<file path="config.mk">
export PLATFORM = sky130hd
export DESIGN_NAME = led_sequencer
export DESIGN_NICKNAME = d
export VERILOG_FILES = /design/src/rtl/led_seq_pkg.sv /design/src/rtl/led_sequencer_prescaler.sv /design/src/rtl/led_sequencer.sv
export SDC_FILE = /design/constraint.sdc
export NUM_CORES = 1
export LEC_CHECK = 0
export CAP_MARGIN = 30
export CORE_MARGIN = 4
export CORE_UTILIZATION = 33
export CTS_CLUSTER_SIZE = 10
export DETAILED_ROUTE_END_ITERATION = 10
export DONT_BUFFER_PORTS = 1
export GPL_TIMING_DRIVEN = 0
export PLACE_DENSITY_LB_ADDON = 0.15
export SLEW_MARGIN = 20
export SYNTH_ARGS = -nofsm -noshare
export SYNTH_HDL_FRONTEND = slang
export SYNTH_SLANG_ARGS = --single-unit
</file>
<file path="constraint.sdc">
create_clock -name clk -period 2.5 [get_ports clk]
set_clock_uncertainty 0.1 [all_clocks]
set_input_delay 0.5 -clock clk [delete_from_list [all_inputs] [get_ports clk]]
set_output_delay 0.5 -clock clk [all_outputs]
set_load 0.01 [all_outputs]
</file>
<file path="src/rtl/led_seq_pkg.sv">
// Shared definitions for the tug-of-war LED sequencer: FSM states, LED mux
// select codes and the per-state output decode used by the sequencer.
package led_seq_pkg;

    typedef enum logic [2:0] {
        ST_IDLE      = 3'd0,
        ST_CD_ON     = 3'd1,
        ST_CD_OFF    = 3'd2,
        ST_PLAY      = 3'd3,
        ST_WIN_PAT   = 3'd4,
        ST_WIN_SCORE = 3'd5,
        ST_HOLD      = 3'd6
    } state_e;

    localparam logic [1:0] LED_OFF     = 2'd0;
    localparam logic [1:0] LED_ALL     = 2'd1;
    localparam logic [1:0] LED_SCORE   = 2'd2;
    localparam logic [1:0] LED_PATTERN = 2'd3;

    function automatic logic [1:0] led_for_state(input state_e s);
        logic [1:0] led;
        case (s)
            ST_IDLE:      led = LED_OFF;
            ST_CD_ON:     led = LED_ALL;
            ST_CD_OFF:    led = LED_OFF;
            ST_PLAY:      led = LED_SCORE;
            ST_WIN_PAT:   led = LED_PATTERN;
            ST_WIN_SCORE: led = LED_SCORE;
            ST_HOLD:      led = LED_PATTERN;
            default:      led = LED_OFF;
        endcase
        return led;
    endfunction

    function automatic logic busy_for_state(input state_e s);
        logic b;
        case (s)
            ST_CD_ON, ST_CD_OFF, ST_PLAY, ST_WIN_PAT, ST_WIN_SCORE: b = 1'b1;
            default:                                                b = 1'b0;
        endcase
        return b;
    endfunction

endpackage

</file>
<file path="src/rtl/led_sequencer_prescaler.sv">
// Display-phase prescaler: free-running 0..TICK_DIV-1 counter with a
// synchronous clear so every FSM phase starts from a fresh count.
module tick_prescaler #(
    parameter int TICK_DIV = 25000000
) (
    input  logic clk,
    input  logic rst_n,
    input  logic clr,
    output logic tick
);

    localparam int CW = $clog2(TICK_DIV);
    localparam logic [CW-1:0] CNT_LAST = CW'(TICK_DIV - 1);
    localparam logic [CW-1:0] CNT_ONE  = CW'(1);

    logic [CW-1:0] count_r;

    // Phase counter; wraps after the tick cycle or restarts on clear.
    always_ff @(posedge clk or negedge rst_n) begin
        if (!rst_n) begin
            count_r <= '0;
        end else if (clr || tick) begin
            count_r <= '0;
        end else begin
            count_r <= count_r + CNT_ONE;
        end
    end

    assign tick = (count_r == CNT_LAST);

endmodule

</file>
<file path="src/rtl/led_sequencer.sv">
// Moore FSM selecting the LED mux source: start countdown flashes, live score
// during play and a blinking win celebration, with a one-cycle go pulse.
module led_sequencer
    import led_seq_pkg::*;
#(
    parameter int TICK_DIV    = 25000000,
    parameter int FLASH_COUNT = 3,
    parameter int WIN_BLINKS  = 4
) (
    input  logic       clk,
    input  logic       rst_n,
    input  logic       start,
    input  logic       abort,
    input  logic       game_over,
    output logic [1:0] led_control,
    output logic       go,
    output logic       busy
);

    localparam int FW = $clog2(FLASH_COUNT + 1);
    localparam int BW = $clog2(WIN_BLINKS + 1);
    localparam logic [FW-1:0] FLASH_LAST = FW'(FLASH_COUNT - 1);
    localparam logic [BW-1:0] BLINK_LAST = BW'(WIN_BLINKS - 1);
    localparam logic [FW-1:0] FLASH_ONE  = FW'(1);
    localparam logic [BW-1:0] BLINK_ONE  = BW'(1);

    state_e        state_r, state_next_s;
    logic [FW-1:0] flash_cnt_r, flash_next_s;
    logic [BW-1:0] blink_cnt_r, blink_next_s;
    logic [1:0]    led_control_r;
    logic          go_r, busy_r;
    logic          tick_s, clr_s, go_next_s;

    tick_prescaler #(.TICK_DIV(TICK_DIV)) u_prescaler (
        .clk   (clk),
        .rst_n (rst_n),
        .clr   (clr_s),
        .tick  (tick_s)
    );

    // Next-state and sequence-counter decode; abort overrides everything.
    always_comb begin
        state_next_s = state_r;
        flash_next_s = flash_cnt_r;
        blink_next_s = blink_cnt_r;
        if (abort) begin
            state_next_s = ST_IDLE;
            flash_next_s = '0;
            blink_next_s = '0;
        end else begin
            case (state_r)
                ST_IDLE, ST_HOLD: begin
                    if (start) begin
                        state_next_s = ST_CD_ON;
                        flash_next_s = '0;
                    end else begin
                        state_next_s = state_r;
                    end
                end
                ST_CD_ON: begin
                    if (tick_s) state_next_s = ST_CD_OFF;
                    else        state_next_s = state_r;
                end
                ST_CD_OFF: begin
                    if (!tick_s) begin
                        state_next_s = state_r;
                    end else if (flash_cnt_r == FLASH_LAST) begin
                        state_next_s = ST_PLAY;
                    end else begin
                        state_next_s = ST_CD_ON;
                        flash_next_s = flash_cnt_r + FLASH_ONE;
                    end
                end
                ST_PLAY: begin
                    if (game_over) begin
                        state_next_s = ST_WIN_PAT;
                        blink_next_s = '0;
                    end else begin
                        state_next_s = state_r;
                    end
                end
                ST_WIN_PAT: begin
                    if (tick_s) state_next_s = ST_WIN_SCORE;
                    else        state_next_s = state_r;
                end
                ST_WIN_SCORE: begin
                    if (!tick_s) begin
                        state_next_s = state_r;
                    end else if (blink_cnt_r == BLINK_LAST) begin
                        state_next_s = ST_HOLD;
                    end else begin
                        state_next_s = ST_WIN_PAT;
                        blink_next_s = blink_cnt_r + BLINK_ONE;
                    end
                end
                default: begin
                    state_next_s = ST_IDLE;
                    flash_next_s = '0;
                    blink_next_s = '0;
                end
            endcase
        end
    end

    // Prescaler restarts with each new phase so every phase is TICK_DIV long.
    always_comb begin
        clr_s     = abort || (state_next_s != state_r);
        go_next_s = (state_r == ST_CD_OFF) && (state_next_s == ST_PLAY);
    end

    // State, counters and outputs all register from the next state together.
    always_ff @(posedge clk or negedge rst_n) begin
        if (!rst_n) begin
            state_r       <= ST_IDLE;
            flash_cnt_r   <= '0;
            blink_cnt_r   <= '0;
            led_control_r <= LED_OFF;
            go_r          <= 1'b0;
            busy_r        <= 1'b0;
        end else begin
            state_r       <= state_next_s;
            flash_cnt_r   <= flash_next_s;
            blink_cnt_r   <= blink_next_s;
            led_control_r <= led_for_state(state_next_s);
            go_r          <= go_next_s;
            busy_r        <= busy_for_state(state_next_s);
        end
    end

    assign led_control = led_control_r;
    assign go          = go_r;
    assign busy        = busy_r;

endmodule

</file>
==> flow_summary_export.csv <==
group,metric,value,unit
outcome,outcome,"completed",
timing,slew_viol_final,0,
clock_network,cts_max_level,2,
synth,async_reset_ff_frac,1.00,
die,initial_utilization,0.345,
timing,hold_viol,0,
timing,tns,0,ns
synth,synth_nets,233,
pwr,ir_drop,0.000243,V
setup_path,required,2.60,ns
timing,max_slew_margin,0.606,
setup_path,crit_arrival,2.48,ns
timing,finalCritPeriodShare,0.952,
synth,synth_top_area_cell,"dfrtp_1",
routing,first_iter_violations,74,
synth,synth_edf_count,0,
global_routing,grt_max_degree,38,
job,cap_viol_max_count,0,
setup_path,start_kind,"flip-flop",
clock_network,cts_sinks,37,
pwr,power_density,506,mW/mm²
timing,worstMarginPinSlew,0.586,ns
worst_hold_path,min_path_type,"in -> reg",
global_routing,grt_overflow,0,
routing,drt-total-wl,4460,µm
clock_network,cts_max_path_buffers,2,
global_routing,first_global_vias,1635,
synth,yosysTopAreaCellShare,0.447,
pwr,leakage,0.000891,µW
synth,synth_commonest_cells,"dfrtp_1 (37), nor2_1 (37), xnor2_1 (16)",
global_routing,grtUsageTotal,0.137,
placed_design,portBuffers,0,
clock_network,root_buffer,"clkbuf_8",
timing,setup_viol,0,
finish,final_layout_size_suffix_gt1_frac,0.134,
die,ios,9,
placed_design,dp_hpwl,3060,µm
die,dieWidth,87.2,µm
setup_path,critPathCaptureType,"flip-flop",
routing,drtAntennaViolNets,0,
timing,max_freq,420,MHz
routing,route.detailed.drc,0,
finish,fin_cells,307,
synth,synth_cells,224,
routing,drtPass1Iterations,4,
die,core,0.00599,mm²
die,die_height,87.2,µm
clock_network,cts_tree,"yes",
global_routing,grt_pass1_wl,8140,µm
synth,ys_types,46,
clock_network,worstSkewPairLatency,0.29,ns
timing,rsz0062_at_grt,"true",
die,die_area,0.00760,mm²
setup_path,critical_path_class,"reg -> reg",
routing,wire_per_inst,14.5,µm
routing,viasPerCell,5.18,
die,rows,28,
synth,yosys_warnings,0,
routing,vias,1589,
placed_design,post-place-cells,299,
clock_network,cts_buffers,5,
finish,finalNetCount,241,
clock_network,clkTransAtPathRegs,0.08,ns
setup_path,crit_fanout,5,
synth,ys.flop_type,"dfrtp_1",
synth,synth_area_leaders,"dfrtp_1 (45%), xnor2_1 (6.8%), nor2_1 (6.7%), nand3_1 (3.1%), xor2_1 (3.0%)",
timing,period_needed,2.38,ns
synth,syn_avg_cell_area,9.24,µm²
finish,area_growth,12.2,%
synth,synth_area,0.00207,mm²
placed_design,routabilityCongestion,0.741,
synth,ys_ff_latch,37,
synth,synth_seq_area_share,0.447,
global_routing,antenna_found_initial,0,
finish,insertedDiodeCount,0,
## sequential cells by signal, summed over array words and instances (netlist names)
name,flops
blink_cnt_r,3
flash_cnt_r,2
led_control,2
state_r,3
busy,1
go,1
u_prescaler.count_r,25
## power breakdown
part | total [µW] | switching, µW | internal [µW]
combinational | 55.4 | 37.4 | 18.0
sequential | 611 | 6.66 | 604
clock | 509 | 219 | 290
## worst max-delay path: stages (launching register included)
cell	delay [ns]
dfrtp_1	0.45
nor4b_4	0.39
nand3_2	0.16
or4_1	0.52
a221o_1	0.42
a211oi_2	0.24
## logic make-up (layout without fill, tap and decap cells)
group | after synthesis | in the layout | synth area share
simple gates | 117 | 117 | 0.311
buf+inv | 18 | 26 | 0.0351
xor+xnor | 23 | 23 | 0.0973
flops | 37 | 37 | 0.447
mux | 1 | 1 | 0.00484
fa+ha+maj | 4 | 4 | 0.0242
compound gates | 24 | 24 | 0.0798
## cells in the final DEF, fill, tap and decap left out, drive strengths merged, types with 6 or more instances in the layout
cell type and instances:
dfrtp 37, nor2 37, o21ai 7, nand3 14, inv 7, xor2 7, nand2 13, nand4 6
clkbuf 12, nor4 7, nor3 7, xnor2 16
## routing by layer
| layer | share of wire | track usage |
|---|---|---|
| met2 | 0.45 | 0.206 |
| met4 | 0.012 | 0.0488 |
| met1 | 0.50 | 0.194 |
| met5 | 0 | 0 |
| met3 | 0.035 | 0.0284 |
## what timing repair did
item,4_1_cts,5_1_grt
resized for setup,4,4
hold buffers,2,0
pin swaps,0,2
hold endpoints to repair,37,0
buffers inserted,0,0
endpoints found under the setup margin,23,26
## final timing paths
kind | slack [ns] | startpoint | endpoint | cells after the start
min in group asynchronous | 0.57 | rst_n | busy | 2
min reg2reg | 0.44 | blink_cnt_r[2] | blink_cnt_r[2] | 2
max in group asynchronous | 1.54 | rst_n | u_prescaler.count_r[6] | 2
max | 0.12 | u_prescaler.count_r[15] | busy | 5
max reg2reg | 0.12 | u_prescaler.count_r[15] | busy | 5
min | 0.17 | abort | flash_cnt_r[1] | 1
## through the flow
| stage | worst slack, ns | instance area [µm²] | hold WS, ns | power, µW | util |
|---|---|---|---|---|---|
| after floorplan | 0.302 | 2070 | 0.104 | 651 | - |
| after global placement | -0.136 | 2160 | 0.105 | 661 | 0.361 |
| after detailed placement | -0.137 | 2160 | 0.105 | 661 | 0.361 |
| after CTS | 0.00120 | 2310 | 0.162 | 1190 | 0.385 |
| after global routing | -0.0273 | 2320 | 0.159 | 1230 | 0.388 |
| final | 0.119 | 2320 | 0.169 | 1180 | 0.388 |
## layout make-up
class / count / area, µm²
clock buffer: 5 / 68.8
timing repair buffer: 2 / 30.0
inverter: 7 / 26.3
buffer: 10 / 45.0
fill: 616 / 3670
clock inverter: 2 / 35.0
tap: 75 / 93.8
multi-input combinational: 169 / 1100
sequential: 37 / 927
(Power assumes the default switching activity.)
